### src/rtl/pulse_train_pkg.sv
// Shared state type and default sizing for the pulse train generator.
package pulse_train_pkg;

  localparam int DEF_NUM_CH = 4;
  localparam int DEF_CNT_W  = 16;

  typedef enum logic [1:0] {
    IDLE  = 2'd0,
    DELAY = 2'd1,
    HIGH  = 2'd2,
    LOW   = 2'd3
  } pt_state_e;

endpackage

### src/rtl/pulse_train_if.sv
// Control/status bundle of pulse_train_gen; DONE, IRQ and DONE_CLR exist only
// when PULSE_TRAIN_DONE_IRQ_EN is defined.
interface pulse_train_if
  import pulse_train_pkg::*;
#(
  parameter int NUM_CH = DEF_NUM_CH,
  parameter int CNT_W  = DEF_CNT_W
);

  logic [NUM_CH-1:0]       START;
  logic [NUM_CH-1:0]       STOP;
  logic [NUM_CH*CNT_W-1:0] DELAY_CFG;
  logic [NUM_CH*CNT_W-1:0] HIGH_CFG;
  logic [NUM_CH*CNT_W-1:0] LOW_CFG;
  logic [NUM_CH*CNT_W-1:0] COUNT_CFG;
  logic [NUM_CH-1:0]       PULSE;
  logic [NUM_CH-1:0]       BUSY;
`ifdef PULSE_TRAIN_DONE_IRQ_EN
  logic [NUM_CH-1:0]       DONE;
  logic                    IRQ;
  logic [NUM_CH-1:0]       DONE_CLR;

  modport master (
    output START, STOP, DELAY_CFG, HIGH_CFG, LOW_CFG, COUNT_CFG, DONE_CLR,
    input  PULSE, BUSY, DONE, IRQ
  );
  modport slave (
    input  START, STOP, DELAY_CFG, HIGH_CFG, LOW_CFG, COUNT_CFG, DONE_CLR,
    output PULSE, BUSY, DONE, IRQ
  );
`else
  modport master (
    output START, STOP, DELAY_CFG, HIGH_CFG, LOW_CFG, COUNT_CFG,
    input  PULSE, BUSY
  );
  modport slave (
    input  START, STOP, DELAY_CFG, HIGH_CFG, LOW_CFG, COUNT_CFG,
    output PULSE, BUSY
  );
`endif

endinterface

### src/rtl/pulse_train_ch.sv
// One pulse channel: IDLE/DELAY/HIGH/LOW FSM with phase and pulse counters.
// PULSE_TRAIN_DONE_IRQ_EN adds the sticky completion flag.
module pulse_train_ch
  import pulse_train_pkg::*;
#(
  parameter int CNT_W     = DEF_CNT_W,
  parameter bit PULSE_POL = 1'b1
) (
  input  logic             clk,
  input  logic             rst_n,
  input  logic             start,
  input  logic             stop,
  input  logic [CNT_W-1:0] delay_cfg,
  input  logic [CNT_W-1:0] high_cfg,
  input  logic [CNT_W-1:0] low_cfg,
  input  logic [CNT_W-1:0] count_cfg,
  output logic             pulse,
  output logic             busy
`ifdef PULSE_TRAIN_DONE_IRQ_EN
  ,
  input  logic             done_clr,
  output logic             done
`endif
);

  typedef logic [CNT_W-1:0] cnt_t;
  localparam cnt_t ONE = cnt_t'(1);

  // A zero width behaves as one cycle, so its reload value is also zero.
  function automatic cnt_t phase_load(input cnt_t v);
    return (v == '0) ? '0 : v - ONE;
  endfunction

  pt_state_e state_q, state_d;
  cnt_t      cnt_q, cnt_d;
  cnt_t      pcnt_q, pcnt_d;
  cnt_t      high_q, high_d;
  cnt_t      low_q, low_d;
  logic      pulse_q, pulse_d;
  logic      busy_q, busy_d;

  always_comb begin
    state_d = state_q;
    cnt_d   = cnt_q;
    pcnt_d  = pcnt_q;
    high_d  = high_q;
    low_d   = low_q;
    if (stop) begin
      state_d = IDLE;
      cnt_d   = '0;
      pcnt_d  = '0;
    end else begin
      case (state_q)
        IDLE: begin
          if (start) begin
            high_d = phase_load(high_cfg);
            low_d  = phase_load(low_cfg);
            pcnt_d = count_cfg;
            if (delay_cfg == '0) begin
              state_d = HIGH;
              cnt_d   = phase_load(high_cfg);
            end else begin
              state_d = DELAY;
              cnt_d   = delay_cfg - ONE;
            end
          end
        end
        DELAY: begin
          if (cnt_q == '0) begin
            state_d = HIGH;
            cnt_d   = high_q;
          end else begin
            cnt_d = cnt_q - ONE;
          end
        end
        HIGH: begin
          if (cnt_q == '0) begin
            state_d = LOW;
            cnt_d   = low_q;
          end else begin
            cnt_d = cnt_q - ONE;
          end
        end
        LOW: begin
          // A pulse count of zero marks continuous mode and is never decremented.
          if (cnt_q == '0) begin
            if (pcnt_q == ONE) begin
              state_d = IDLE;
              pcnt_d  = '0;
            end else begin
              state_d = HIGH;
              cnt_d   = high_q;
              if (pcnt_q != '0) begin
                pcnt_d = pcnt_q - ONE;
              end
            end
          end else begin
            cnt_d = cnt_q - ONE;
          end
        end
        default: state_d = IDLE;
      endcase
    end
    pulse_d = (state_q == HIGH) ? PULSE_POL : ~PULSE_POL;
    busy_d  = (state_q != IDLE);
  end

  always_ff @(posedge clk or negedge rst_n) begin
    if (!rst_n) begin
      state_q <= IDLE;
      cnt_q   <= '0;
      pcnt_q  <= '0;
      high_q  <= '0;
      low_q   <= '0;
      pulse_q <= ~PULSE_POL;
      busy_q  <= 1'b0;
    end else begin
      state_q <= state_d;
      cnt_q   <= cnt_d;
      pcnt_q  <= pcnt_d;
      high_q  <= high_d;
      low_q   <= low_d;
      pulse_q <= pulse_d;
      busy_q  <= busy_d;
    end
  end

  assign pulse = pulse_q;
  assign busy  = busy_q;

`ifdef PULSE_TRAIN_DONE_IRQ_EN
  logic done_q, done_d;
  logic natural_end;

  // Only the last LOW cycle of a finite train counts; STOP suppresses it.
  assign natural_end = (state_q == LOW) && (cnt_q == '0) && (pcnt_q == ONE) && !stop;

  always_comb begin
    done_d = natural_end | (done_q & ~done_clr);
  end

  always_ff @(posedge clk or negedge rst_n) begin
    if (!rst_n) begin
      done_q <= 1'b0;
    end else begin
      done_q <= done_d;
    end
  end

  assign done = done_q;
`endif

endmodule

### src/rtl/pulse_train_gen.sv
// Multi-channel pulse train generator: NUM_CH independent pulse_train_ch instances.
// PULSE_TRAIN_DONE_IRQ_EN adds per-channel DONE flags and a combined IRQ.
module pulse_train_gen
  import pulse_train_pkg::*;
#(
  parameter int NUM_CH    = DEF_NUM_CH,
  parameter int CNT_W     = DEF_CNT_W,
  parameter bit PULSE_POL = 1'b1
) (
  input logic          CLK,
  input logic          RESETN,
  pulse_train_if.slave io
);

  logic [NUM_CH-1:0] pulse_w;
  logic [NUM_CH-1:0] busy_w;
`ifdef PULSE_TRAIN_DONE_IRQ_EN
  logic [NUM_CH-1:0] done_w;
`endif

  for (genvar gi = 0; gi < NUM_CH; gi++) begin : g_ch
    pulse_train_ch #(
      .CNT_W     (CNT_W),
      .PULSE_POL (PULSE_POL)
    ) u_ch (
      .clk       (CLK),
      .rst_n     (RESETN),
      .start     (io.START[gi]),
      .stop      (io.STOP[gi]),
      .delay_cfg (io.DELAY_CFG[gi*CNT_W +: CNT_W]),
      .high_cfg  (io.HIGH_CFG[gi*CNT_W +: CNT_W]),
      .low_cfg   (io.LOW_CFG[gi*CNT_W +: CNT_W]),
      .count_cfg (io.COUNT_CFG[gi*CNT_W +: CNT_W]),
      .pulse     (pulse_w[gi]),
      .busy      (busy_w[gi])
`ifdef PULSE_TRAIN_DONE_IRQ_EN
      ,
      .done_clr  (io.DONE_CLR[gi]),
      .done      (done_w[gi])
`endif
    );
  end

  assign io.PULSE = pulse_w;
  assign io.BUSY  = busy_w;

`ifdef PULSE_TRAIN_DONE_IRQ_EN
  logic irq_q, irq_d;

  always_comb begin
    irq_d = |done_w;
  end

  always_ff @(posedge CLK or negedge RESETN) begin
    if (!RESETN) begin
      irq_q <= 1'b0;
    end else begin
      irq_q <= irq_d;
    end
  end

  assign io.DONE = done_w;
  assign io.IRQ  = irq_q;
`endif

endmodule
### src/flat_wrapper.sv
// flat-port wrapper written by rule: the top's interface ports become plain ports
module pulse_train_gen_flat import pulse_train_pkg::*;
#(
  parameter int NUM_CH    = DEF_NUM_CH,
  parameter int CNT_W     = DEF_CNT_W,
  parameter bit PULSE_POL = 1'b1
)
  (CLK, RESETN, io_START, io_STOP, io_DELAY_CFG, io_HIGH_CFG, io_LOW_CFG, io_COUNT_CFG, io_PULSE, io_BUSY);
  pulse_train_if #(.NUM_CH(NUM_CH), .CNT_W(CNT_W)) io_i ();
  input logic CLK;
  input logic RESETN;
  input wire logic [$bits(io_i.START)-1:0] io_START;
  input wire logic [$bits(io_i.STOP)-1:0] io_STOP;
  input wire logic [$bits(io_i.DELAY_CFG)-1:0] io_DELAY_CFG;
  input wire logic [$bits(io_i.HIGH_CFG)-1:0] io_HIGH_CFG;
  input wire logic [$bits(io_i.LOW_CFG)-1:0] io_LOW_CFG;
  input wire logic [$bits(io_i.COUNT_CFG)-1:0] io_COUNT_CFG;
  output wire logic [$bits(io_i.PULSE)-1:0] io_PULSE;
  output wire logic [$bits(io_i.BUSY)-1:0] io_BUSY;
  assign io_i.START = io_START;
  assign io_i.STOP = io_STOP;
  assign io_i.DELAY_CFG = io_DELAY_CFG;
  assign io_i.HIGH_CFG = io_HIGH_CFG;
  assign io_i.LOW_CFG = io_LOW_CFG;
  assign io_i.COUNT_CFG = io_COUNT_CFG;
  assign io_PULSE = io_i.PULSE;
  assign io_BUSY = io_i.BUSY;
  pulse_train_gen #(.NUM_CH(NUM_CH), .CNT_W(CNT_W), .PULSE_POL(PULSE_POL)) u_core (.CLK(CLK), .RESETN(RESETN), .io(io_i));
endmodule
### config.mk
export PLATFORM = sky130hd
export DESIGN_NAME = pulse_train_gen_flat
export DESIGN_NICKNAME = d
export VERILOG_FILES = /design/src/rtl/pulse_train_pkg.sv /design/src/rtl/pulse_train_if.sv /design/src/rtl/pulse_train_ch.sv /design/src/rtl/pulse_train_gen.sv /design/src/flat_wrapper.sv
export SDC_FILE = /design/constraint.sdc
export NUM_CORES = 1
export LEC_CHECK = 0
export ABC_AREA = 0
export CORE_MARGIN = 2
export CORE_UTILIZATION = 44
export CTS_CLUSTER_SIZE = 30
export DETAILED_ROUTE_END_ITERATION = 10
export PLACE_DENSITY = 0.64
export SLEW_MARGIN = 20
export SYNTH_ARGS = -nofsm -noshare
export SYNTH_HDL_FRONTEND = slang
export SYNTH_SLANG_ARGS = --single-unit
### constraint.sdc
create_clock -name CLK -period 4.6 [get_ports CLK]
set_clock_uncertainty 0.2 [all_clocks]
set_input_delay 0.92 -clock CLK [delete_from_list [all_inputs] [get_ports CLK]]
set_output_delay 0.92 -clock CLK [all_outputs]
set_load 0.05 [all_outputs]
==> impl_metrics.tcl <==
set metrics [dict create \
    syn_area_per_cell_sq_um 8.078 \
    final_common_cell "nand2_1" \
    drt-vias-per-instance 6.074 \
    drc_errors 0 \
    synthFlopType "dfrtp_1" \
    synth_nets 2749 \
    critPathMaxStageDelay_ns 0.64 \
    r2r-start "u_core.g_ch[2].u_ch.cnt_q[1]$_DFFE_PN0P_" \
    synth_cell_types 87 \
    hold_path.class "in -> async" \
    p_leak_nw 9.501 \
    worstPathRequired_ns 4.83 \
    vdd_drop_max_uv 222.2 \
    path_buf_inv 1 \
    rrSetupSlack_ns 1.09 \
    rsz0062_at_grt "false" \
    synth_edf_count 0 \
    synth_top_cell_by_area "dfrtp_1" \
    grt_start_max_net_pins 99 \
    critical_path.top_delay_family "simple AND/OR/NAND/NOR gates" \
    relSlewSlack 0.2514 \
    dieArea_sq_um 46560 \
    ys_ff_latch 272 \
    syn_inst 2443 \
    cts_tree "built" \
    grt_pass1_wl_mm 105.2 \
    area_growth_pct 22.57 \
    layout.nets 2971 \
    fin_crit_ns 3.510 \
    synth_area_leaders "dfrtp_1 (34%), nand2_1 (6.5%), o21ai_0 (5.1%)" \
    syn_area_sq_um 19730 \
    timing.hold.ws_ns 0.2156 \
    ant_nets 0 \
    fin_tns_setup_ns 0 \
    reg2reg_depth 8 \
    cts_resized 0 \
    htree_num_levels 2 \
    die_w_um 215.8 \
    antenna_found_initial 4 \
    timing.final.crit_share 0.7630 \
    root_buffer "clkbuf_16" \
    tightest_slew_ns 1.113 \
    yosysTopAreaCellShare 0.3449 \
    grt_pass1_vias 19130 \
    post_cts.repair.setup_buffers 0 \
    regToRegEndpoint "u_core.g_ch[2].u_ch.cnt_q[15]$_DFFE_PN0P_" \
    critical_path.cell_chain "inv_1 -> ha_1 -> nor4b_1 -> nand2_1 -> nor3_1 -> a311o_1 -> a21oi_1 -> a32o_1" \
    rows 77 \
    drt-initial-drc-count 2031 \
    clk_pin_slew_worst_paths_ns 0.06 \
    final_cell_mix "nand2_1 (343), clkdlybuf4s50_1 (272), dfrtp_1 (272)" \
    grt_usage 0.2775 \
    power_density_nw_per_um2 356.6 \
    cts_sinks 272 \
    io_pins 274 \
    start_kind "flip-flop" \
    place_ws_ns 0.7052 \
    routed_wl_mm 66.08 \
    die_h_um 215.8 \
    crit_slowest_cell "nor4b_1" \
    layout_setup_ws_ns 1.090 \
    max_freq_mhz 284.9 \
    status "completed" \
    ys_warn_count 0 \
    cts_buffers 34 \
    drt-wirelength-per-cell_um 20.12 \
    hold_viol_final 0 \
    maxSlewViolCount 0 \
    fin_area_sq_um 24190 \
    portBuffers 273 \
    cap_violations 0 \
    core_sq_um 44220 \
    cp-end-kind "flip-flop" \
    worstPathMaxFanout 8 \
    setup_viol 0 \
    placed_area_sq_um 23040 \
    hpwl_mm 49.49 \
    clk_latency_ns 0.54 \
    worstPathArrival_ns 3.74 \
    clock_path_buffers 3 \
    crit_type "reg -> reg" \
    vias 19950 \
    postCtsHoldBufs 0 \
    gp_congestion 0.9409 \
    async_flop_share 1.000 \
    dr.pass1.iters 6 \
    grt-ovfl-total 0 \
    drive_gt1_frac 0.05392 \
    seq_area_frac_synth 0.3449 \
    start_util 0.4463 \
]
## final cells by class
cell class | instances | area, sq um
Antenna cell | 3 | 7.507
Clock buffer | 50 | 1035
Clock inverter | 10 | 103.9
Fill cell | 4132 | 20030
Inverter | 80 | 300.3
Multi-Input combinational cell | 1959 | 12080
Sequential cell | 272 | 6807
Tap cell | 592 | 740.7
Timing Repair Buffer | 318 | 3113
## per-stage QoR
stage               power, mW  cells    util
CTS                     8.643   3281  0.5468
detailed placement      5.860   3221  0.5210
global placement        5.818   3221  0.5210
floorplan               4.865   2443       -
finish                  8.626   3284  0.5470
global route            9.119   3283  0.5469
## worst max-delay path by stage
stage                                                  to  depth (start not counted)                                        from
2_1_floorplan   u_core.g_ch[0].u_ch.cnt_q[14]$_DFFE_PN0P_                          8                             io_DELAY_CFG[3]
3_3_place_gp    u_core.g_ch[0].u_ch.cnt_q[10]$_DFFE_PN0P_                          9                             io_DELAY_CFG[0]
3_5_place_dp    u_core.g_ch[0].u_ch.cnt_q[10]$_DFFE_PN0P_                          7                             io_DELAY_CFG[3]
4_1_cts         u_core.g_ch[2].u_ch.cnt_q[15]$_DFFE_PN0P_                          8    u_core.g_ch[2].u_ch.cnt_q[1]$_DFFE_PN0P_
5_1_grt        u_core.g_ch[1].u_ch.pcnt_q[11]$_DFFE_PN0P_                          7  u_core.g_ch[1].u_ch.state_q[1]$_DFFE_PN0P_
6_report        u_core.g_ch[2].u_ch.cnt_q[15]$_DFFE_PN0P_                          8    u_core.g_ch[2].u_ch.cnt_q[1]$_DFFE_PN0P_
## cells by family (layout without fill, tap and decap cells)
| family | Yosys count | after routing | synth area share |
|---|---|---|---|
| DFF | 272 | 272 | 0.3449 |
| xor gates and xnor gates | 152 | 152 | 0.06746 |
| buffers and inverters | 212 | 458 | 0.04362 |
| muxes | 40 | 40 | 0.02130 |
| other | 0 | 3 | 0 |
| and+or+nand+nor | 1005 | 1005 | 0.2536 |
| AOI/OAI and AO/OA | 722 | 722 | 0.2438 |
| adders and majority gates | 40 | 40 | 0.02536 |
## metal layers
| layer | vias up | part of all wire | track usage |
|---|---|---|---|
| met1 | 9539 | 0.44 | 0.3831 |
| met5 | - | 0.00035 | 0 |
| met3 | 131 | 0.069 | 0.04764 |
| li1 | 9521 | - | - |
| met2 | 753 | 0.46 | 0.4461 |
| met4 | 4 | 0.029 | 0.08207 |
## cells in the mapped netlist, types with 9 or more instances
cell type and n:
nand2_1 343, inv_1 77, nor4b_1 14, nor3b_1 13, and2_1 20, o21ai_0 201
o2bb2ai_1 28, nor2_1 193, mux2_2 16, nand4b_1 12, dfrtp_1 272, xnor2_1 93
nor2b_1 18, buf_4 11, nor3_1 101, a32oi_1 19, nand2b_1 14, or3_1 25
mux2i_1 24, a22o_1 14, xor2_1 59, a221o_1 14, o41ai_1 9, a22oi_1 32
a21o_1 12, o22ai_1 21, clkbuf_1 109, or4_1 28, nand3b_1 19, nor4_1 73
nand4_1 30, ha_1 40, a211oi_1 33, nand3_1 53, a21oi_1 151, a32o_1 26
o31ai_1 39, a31oi_1 12, a221oi_1 19
## power by group
group,internal [mW],switching [mW],leakage (nW)
logic,1.09,1.52,5.45
registers,2.84,0.429,3.48
clock network,1.67,1.08,0.567
total,5.60,3.03,9.50
## state kept, by name, indices dropped and copies added, names as in the netlist
register / cells
u_core.g_ch.u_ch.pcnt_q: 64
u_core.g_ch.u_ch.busy: 4
u_core.g_ch.u_ch.high_q: 64
u_core.g_ch.u_ch.pulse: 4
u_core.g_ch.u_ch.cnt_q: 64
u_core.g_ch.u_ch.low_q: 64
u_core.g_ch.u_ch.state_q: 8
Power figures use the tool's default switching activity.
